**config.mk**
```make
export PLATFORM = sky130hd
export DESIGN_NAME = approx_error_accumulator
export DESIGN_NICKNAME = d
export VERILOG_FILES = /design/src/rtl/approx_error_accumulator_pkg.sv /design/src/rtl/approx_error_accumulator_err_distance_stage.sv /design/src/rtl/approx_error_accumulator.sv
export SDC_FILE = /design/constraint.sdc
export NUM_CORES = 1
export LEC_CHECK = 0
export BUFFER_PORTS_ARGS = -buffer_cell sky130_fd_sc_hd__buf_2
export CORE_ASPECT_RATIO = 2
export CORE_UTILIZATION = 64
export CTS_CLUSTER_SIZE = 25
export DETAILED_ROUTE_END_ITERATION = 6
export HOLD_SLACK_MARGIN = 0.08
export PLACE_DENSITY = 0.94
export SKIP_LAST_GASP = 1
export SLEW_MARGIN = 20
export SYNTH_ARGS = -nofsm -noshare
export SYNTH_HDL_FRONTEND = slang
export SYNTH_SLANG_ARGS = --single-unit
```
**constraint.sdc**
```tcl
create_clock -name clk -period 8.9 [get_ports clk]
set_input_delay 0.89 -clock clk [delete_from_list [all_inputs] [get_ports clk]]
set_output_delay 0.89 -clock clk [all_outputs]
set_load 0.02 [all_outputs]
```
**src/rtl/approx_error_accumulator_pkg.sv**
```systemverilog
// Shared types and constants for the approximate-multiplier error accumulator.
package approx_error_accumulator_pkg;
    localparam int PROD_W = 16;
    localparam int CNT_W  = 17;
    localparam int SUM_W  = 33;

    typedef logic [PROD_W-1:0] prod_t;
    typedef logic [CNT_W-1:0]  cnt_t;
    typedef logic [SUM_W-1:0]  sum_t;

    typedef enum logic [1:0] {IDLE, RUN, DRAIN, DONE} state_t;
endpackage

```
**src/rtl/approx_error_accumulator_err_distance_stage.sv**
```systemverilog
// Stage 1: signed difference, absolute error distance and mismatch flag,
// registered on the input handshake.
module err_distance_stage #(
    parameter int PROD_W = 16
) (
    input  logic              clk,
    input  logic              rst_n,
    input  logic              hs,
    input  logic [PROD_W-1:0] exact_p,
    input  logic [PROD_W-1:0] approx_p,
    output logic              v1,
    output logic [PROD_W:0]   diff,
    output logic [PROD_W-1:0] ed,
    output logic              ne
);
    logic              v1_q, v1_d;
    logic [PROD_W:0]   diff_q, diff_d, diff_c, neg_c;
    logic [PROD_W-1:0] ed_q, ed_d, ed_c;
    logic              ne_q, ne_d;

    always_comb begin
        diff_c = {1'b0, approx_p} - {1'b0, exact_p};
        neg_c  = -diff_c;
        // |diff| always fits PROD_W bits since both operands are unsigned PROD_W
        ed_c   = diff_c[PROD_W] ? neg_c[PROD_W-1:0] : diff_c[PROD_W-1:0];
        v1_d   = hs;
        diff_d = diff_q;
        ed_d   = ed_q;
        ne_d   = ne_q;
        if (hs) begin
            diff_d = diff_c;
            ed_d   = ed_c;
            ne_d   = (diff_c != '0);
        end
    end

    always_ff @(posedge clk or negedge rst_n) begin
        if (!rst_n) begin
            v1_q   <= 1'b0;
            diff_q <= '0;
            ed_q   <= '0;
            ne_q   <= 1'b0;
        end else begin
            v1_q   <= v1_d;
            diff_q <= diff_d;
            ed_q   <= ed_d;
            ne_q   <= ne_d;
        end
    end

    assign v1   = v1_q;
    assign diff = diff_q;
    assign ed   = ed_q;
    assign ne   = ne_q;
endmodule

```
**src/rtl/approx_error_accumulator.sv**
```systemverilog
// Error-metric accumulator: counts mismatches, sums |error| and signed error,
// and tracks the maximum error distance over a programmed number of samples.
module approx_error_accumulator
    import approx_error_accumulator_pkg::*;
#(
    parameter int PROD_W = approx_error_accumulator_pkg::PROD_W,
    parameter int CNT_W  = approx_error_accumulator_pkg::CNT_W,
    parameter int SUM_W  = approx_error_accumulator_pkg::SUM_W
) (
    input  logic              clk,
    input  logic              rst_n,
    input  logic              start,
    input  logic [CNT_W-1:0]  num_samples,
    input  logic              in_valid,
    output logic              in_ready,
    input  logic [PROD_W-1:0] exact_p,
    input  logic [PROD_W-1:0] approx_p,
    output logic              busy,
    output logic              done,
    output logic [CNT_W-1:0]  err_count,
    output logic [SUM_W-1:0]  sum_ed,
    output logic [PROD_W-1:0] max_ed,
    output logic [SUM_W:0]    sum_err
);
    state_t            state_q, state_d;
    logic [CNT_W-1:0]  n_q, n_d, acc_q, acc_d, acc_inc;
    logic [CNT_W-1:0]  err_count_q, err_count_d;
    logic [SUM_W-1:0]  sum_ed_q, sum_ed_d;
    logic [PROD_W-1:0] max_ed_q, max_ed_d;
    logic [SUM_W:0]    sum_err_q, sum_err_d;
    logic              hs, v1, ne;
    logic [PROD_W:0]   diff;
    logic [PROD_W-1:0] ed;

    assign in_ready = (state_q == RUN);
    assign hs       = in_valid & in_ready;

    err_distance_stage #(.PROD_W(PROD_W)) u_stage1 (
        .clk      (clk),
        .rst_n    (rst_n),
        .hs       (hs),
        .exact_p  (exact_p),
        .approx_p (approx_p),
        .v1       (v1),
        .diff     (diff),
        .ed       (ed),
        .ne       (ne)
    );

    always_comb begin
        state_d     = state_q;
        n_d         = n_q;
        acc_d       = acc_q;
        acc_inc     = acc_q + 1'b1;
        err_count_d = err_count_q;
        sum_ed_d    = sum_ed_q;
        max_ed_d    = max_ed_q;
        sum_err_d   = sum_err_q;

        if (v1) begin
            err_count_d = err_count_q + {{(CNT_W-1){1'b0}}, ne};
            sum_ed_d    = sum_ed_q + {{(SUM_W-PROD_W){1'b0}}, ed};
            sum_err_d   = sum_err_q + {{(SUM_W-PROD_W){diff[PROD_W]}}, diff};
            if (ed > max_ed_q) max_ed_d = ed;
        end

        // v1 is never set in IDLE/DONE, so the clear below cannot lose a sample
        case (state_q)
            IDLE, DONE: begin
                if (start) begin
                    n_d         = num_samples;
                    acc_d       = '0;
                    err_count_d = '0;
                    sum_ed_d    = '0;
                    max_ed_d    = '0;
                    sum_err_d   = '0;
                    state_d     = (num_samples == '0) ? DONE : RUN;
                end
            end
            RUN: begin
                if (hs) begin
                    acc_d = acc_inc;
                    if (acc_inc == n_q) state_d = DRAIN;
                end
            end
            DRAIN:   state_d = DONE;
            default: state_d = IDLE;
        endcase
    end

    always_ff @(posedge clk or negedge rst_n) begin
        if (!rst_n) begin
            state_q     <= IDLE;
            n_q         <= '0;
            acc_q       <= '0;
            err_count_q <= '0;
            sum_ed_q    <= '0;
            max_ed_q    <= '0;
            sum_err_q   <= '0;
        end else begin
            state_q     <= state_d;
            n_q         <= n_d;
            acc_q       <= acc_d;
            err_count_q <= err_count_d;
            sum_ed_q    <= sum_ed_d;
            max_ed_q    <= max_ed_d;
            sum_err_q   <= sum_err_d;
        end
    end

    assign busy      = (state_q == RUN) || (state_q == DRAIN);
    assign done      = (state_q == DONE);
    assign err_count = err_count_q;
    assign sum_ed    = sum_ed_q;
    assign max_ed    = max_ed_q;
    assign sum_err   = sum_err_q;
endmodule

```
==> impl_metrics.py <==
metrics = {
    "critical_path": {
        "required_ps": 9270,
        "endpoint_kind": "flop",
        "worstSetupPathType": "primary input to flop",
        "path_max_fanout": 5,
        "cp.arrival_ps": 4450,
        "worstSetupStartpointType": "primary input",
    },
    "sta": {
        "fin_hold_ws_ps": 490,
        "rsz0062_at_grt": "false",
        "relSlewSlack_pct": 34.3,
        "fin_crit_sh_pct": 45.8,
        "min_period_ps": 4080,
        "worstMarginPinSlew_ps": 979,
        "hold_viol_final": 0,
        "setup_viol": 0,
        "setup_tns_ps": 0,
        "skew_ps": 13.1,
        "slew_viol_final": 0,
        "fmax_mhz": 245,
    },
    "drt": {
        "drt_pass1_iterations": 7,
        "postRouteAntennaNets": 0,
        "avgRoutedWirePerCell_um": 18.1,
        "drc": 0,
        "drt_iter0_markers": 609,
        "vias_per_cell": 6.30,
        "vias": 10621,
        "wl_um": 30400,
    },
    "floorplanning": {
        "die-area_um2": 18500,
        "die-width_um": 96.8,
        "initial_utilization_pct": 65.0,
        "ios": 156,
        "die_h_um": 192,
        "core-area_um2": 17700,
        "num_rows": 69,
    },
    "logic_synthesis": {
        "synth_top_area_share_pct": 37.0,
        "synth_ff_type": "dfrtp_1",
        "avgSynthCellArea_um2": 8.63,
        "synthTopCellsByArea": "dfrtp_1, ha_1, nand2_1",
        "yosys-top-cells-count": "dfrtp_1, nand2_1, nor2_1",
        "synth.most_common_cell": "dfrtp_1",
        "synth_edf_count": 0,
        "synth_nets": 1477,
        "synth_area_um2": 11500,
        "syn_inst": 1333,
        "ys_seq_area_share_pct": 37.0,
        "synth_top_area_cell": "dfrtp_1",
        "ys_types": 73,
        "yosys_warnings": 0,
        "postSynth.asyncResetShare_pct": 100,
        "yosys_register_bits": 170,
    },
    "clock_network": {
        "cts_buffers": 17,
        "clk_pin_slew_ps": 70,
        "cts_resized": 0,
        "cts_root_buf": "clkbuf_16",
        "insertion_delay_ps": 440,
        "ctsLongestPathBuffers": 2,
        "cts_setup_buffers": 0,
        "htree_levels": 4,
        "cts_tree": "done",
        "cts-hold-fix-buffers": 0,
        "clock-sinks": 170,
    },
    "run_status": {
        "status": "complete, no violations",
    },
    "placed_design": {
        "place_congestion": 0.923,
        "place_inst": 1652,
        "portBuffers": 155,
        "dpl.hpwl_um": 21800,
    },
    "cells_and_area": {
        "drive_gt1_share_pct": 15.0,
        "fin_nets": 1603,
        "instances_no_fill": 1685,
        "n_antenna_cell": 0,
        "multiInputGateArea_um2": 6790,
        "seq_area_um2": 4260,
        "areaGrowthSynthToFinish_pct": 13.1,
        "fill_cells": 1244,
    },
    "pwr": {
        "power_w": 0.00403,
        "p_leak_nw": 6.60,
        "p_per_area_nw_per_um2": 310,
        "irDropWorstVdd_mv": 0.188,
    },
    "run": {
        "cap_violations": 0,
    },
    "global_route": {
        "grt_overflow_total": 0,
        "grt_pass1_wl_um": 49500,
        "grt_pass1_vias": 10567,
        "antenna_found_initial": 0,
        "grt_util_all_layers_pct": 33.0,
        "grt_start_max_net_pins": 93,
    },
    "hold_path": {
        "min_path_type": "flop to flop",
    },
}
-- metrics by stage --
| stage | instance area, um^2 | util, % | worst slack, ps |
|---|---|---|---|
| after floorplan | 11500 | - | 4990 |
| after global placement | 12400 | 70.0 | 4610 |
| after detailed placement | 12400 | 70.0 | 4470 |
| after CTS | 13000 | 73.4 | 4900 |
| after global routing | 13000 | 73.5 | 4560 |
| final | 13000 | 73.5 | 4820 |
-- worst paths after layout --
check / from / cells after the start / endpoint / slack, ps
worst min-delay path: u_stage1.diff[2] / 2 / u_stage1.diff[2] / 490
min in group asynchronous: rst_n / 1 / sum_err[27] / 500
worst max-delay path: approx_p[0] / 14 / u_stage1.ed[14] / 4820
worst min register to register: u_stage1.diff[2] / 2 / u_stage1.diff[2] / 490
max in group asynchronous: rst_n / 3 / max_ed[14] / 7130
worst max register to register: u_stage1.diff[0] / 12 / sum_ed[30] / 5400
-- cell families after synthesis --
| kind of cell | count (synthesis) | synth area share (%) |
|---|---|---|
| AOI/OAI and AO/OA | 351 | 19.1 |
| xor gates and xnor gates | 105 | 7.99 |
| adders and majority gates | 92 | 10.2 |
| buffers and inverters | 122 | 4.05 |
| DFF | 170 | 37.0 |
| muxes | 28 | 2.44 |
| and+or+nand+nor | 465 | 19.2 |
-- final cells by class --
cell class / count / share of cell area, %
Inverter: 66 / 1.90
Tap cell: 213 / 2.05
Sequential cell: 170 / 32.7
Timing Repair Buffer: 163 / 6.63
Clock inverter: 14 / 1.14
Multi-Input combinational cell: 1041 / 52.2
Clock buffer: 18 / 3.38
-- cell usage in the layout (no fill, tap or decap), types with 15 or more instances in the layout --
cell type  count
dfrtp_1      169
nand2_1      162
buf_2        154
nor2_1       119
o21ai_0      103
a21oi_1       88
ha_1          88
inv_1         66
xnor2_1       57
xor2_1        48
nand3_1       44
a21o_1        34
mux2i_1       28
nor3_1        23
o31ai_1       23
nand4_1       19
and3_1        18
nor2b_1       17
clkbuf_16     17
o21a_1        15
-- critical path: stages --
cell and delay [ps]:
buf_2 90, inv_1 50, ha_1 160, inv_1 60
fa_1 420, a211o_1 390, a21oi_1 150, o311ai_0 230
a2111oi_1 660, nand3_1 270, nor4b_2 480, nand4_1 170
a221oi_1 320, a21o_1 110
-- registers in the layout, indices dropped and copies added (netlist names), 2 cells and up --
register	count
state_q	2
acc_q	17
max_ed	16
u_stage1.diff	17
sum_ed	33
u_stage1.ed	15
n_q	17
sum_err	34
err_count	17
-- layer usage --
layer  GRT usage [%]  vias up  part of all wire (%)
met4            25.1        0                   7.3
met2            58.2      433                    51
met1            35.4     5061                    36
li1                -     4973                     -
met3            4.91      154                   5.0
met5               0        -                     0
-- power breakdown --
group	total (W)	switching [W]	internal (W)
Clock	0.000740	0.000357	0.000383
Combinational	0.00205	0.00128	0.000778
Sequential	0.00124	0.000246	0.000991
Power figures use the tool's default switching activity.
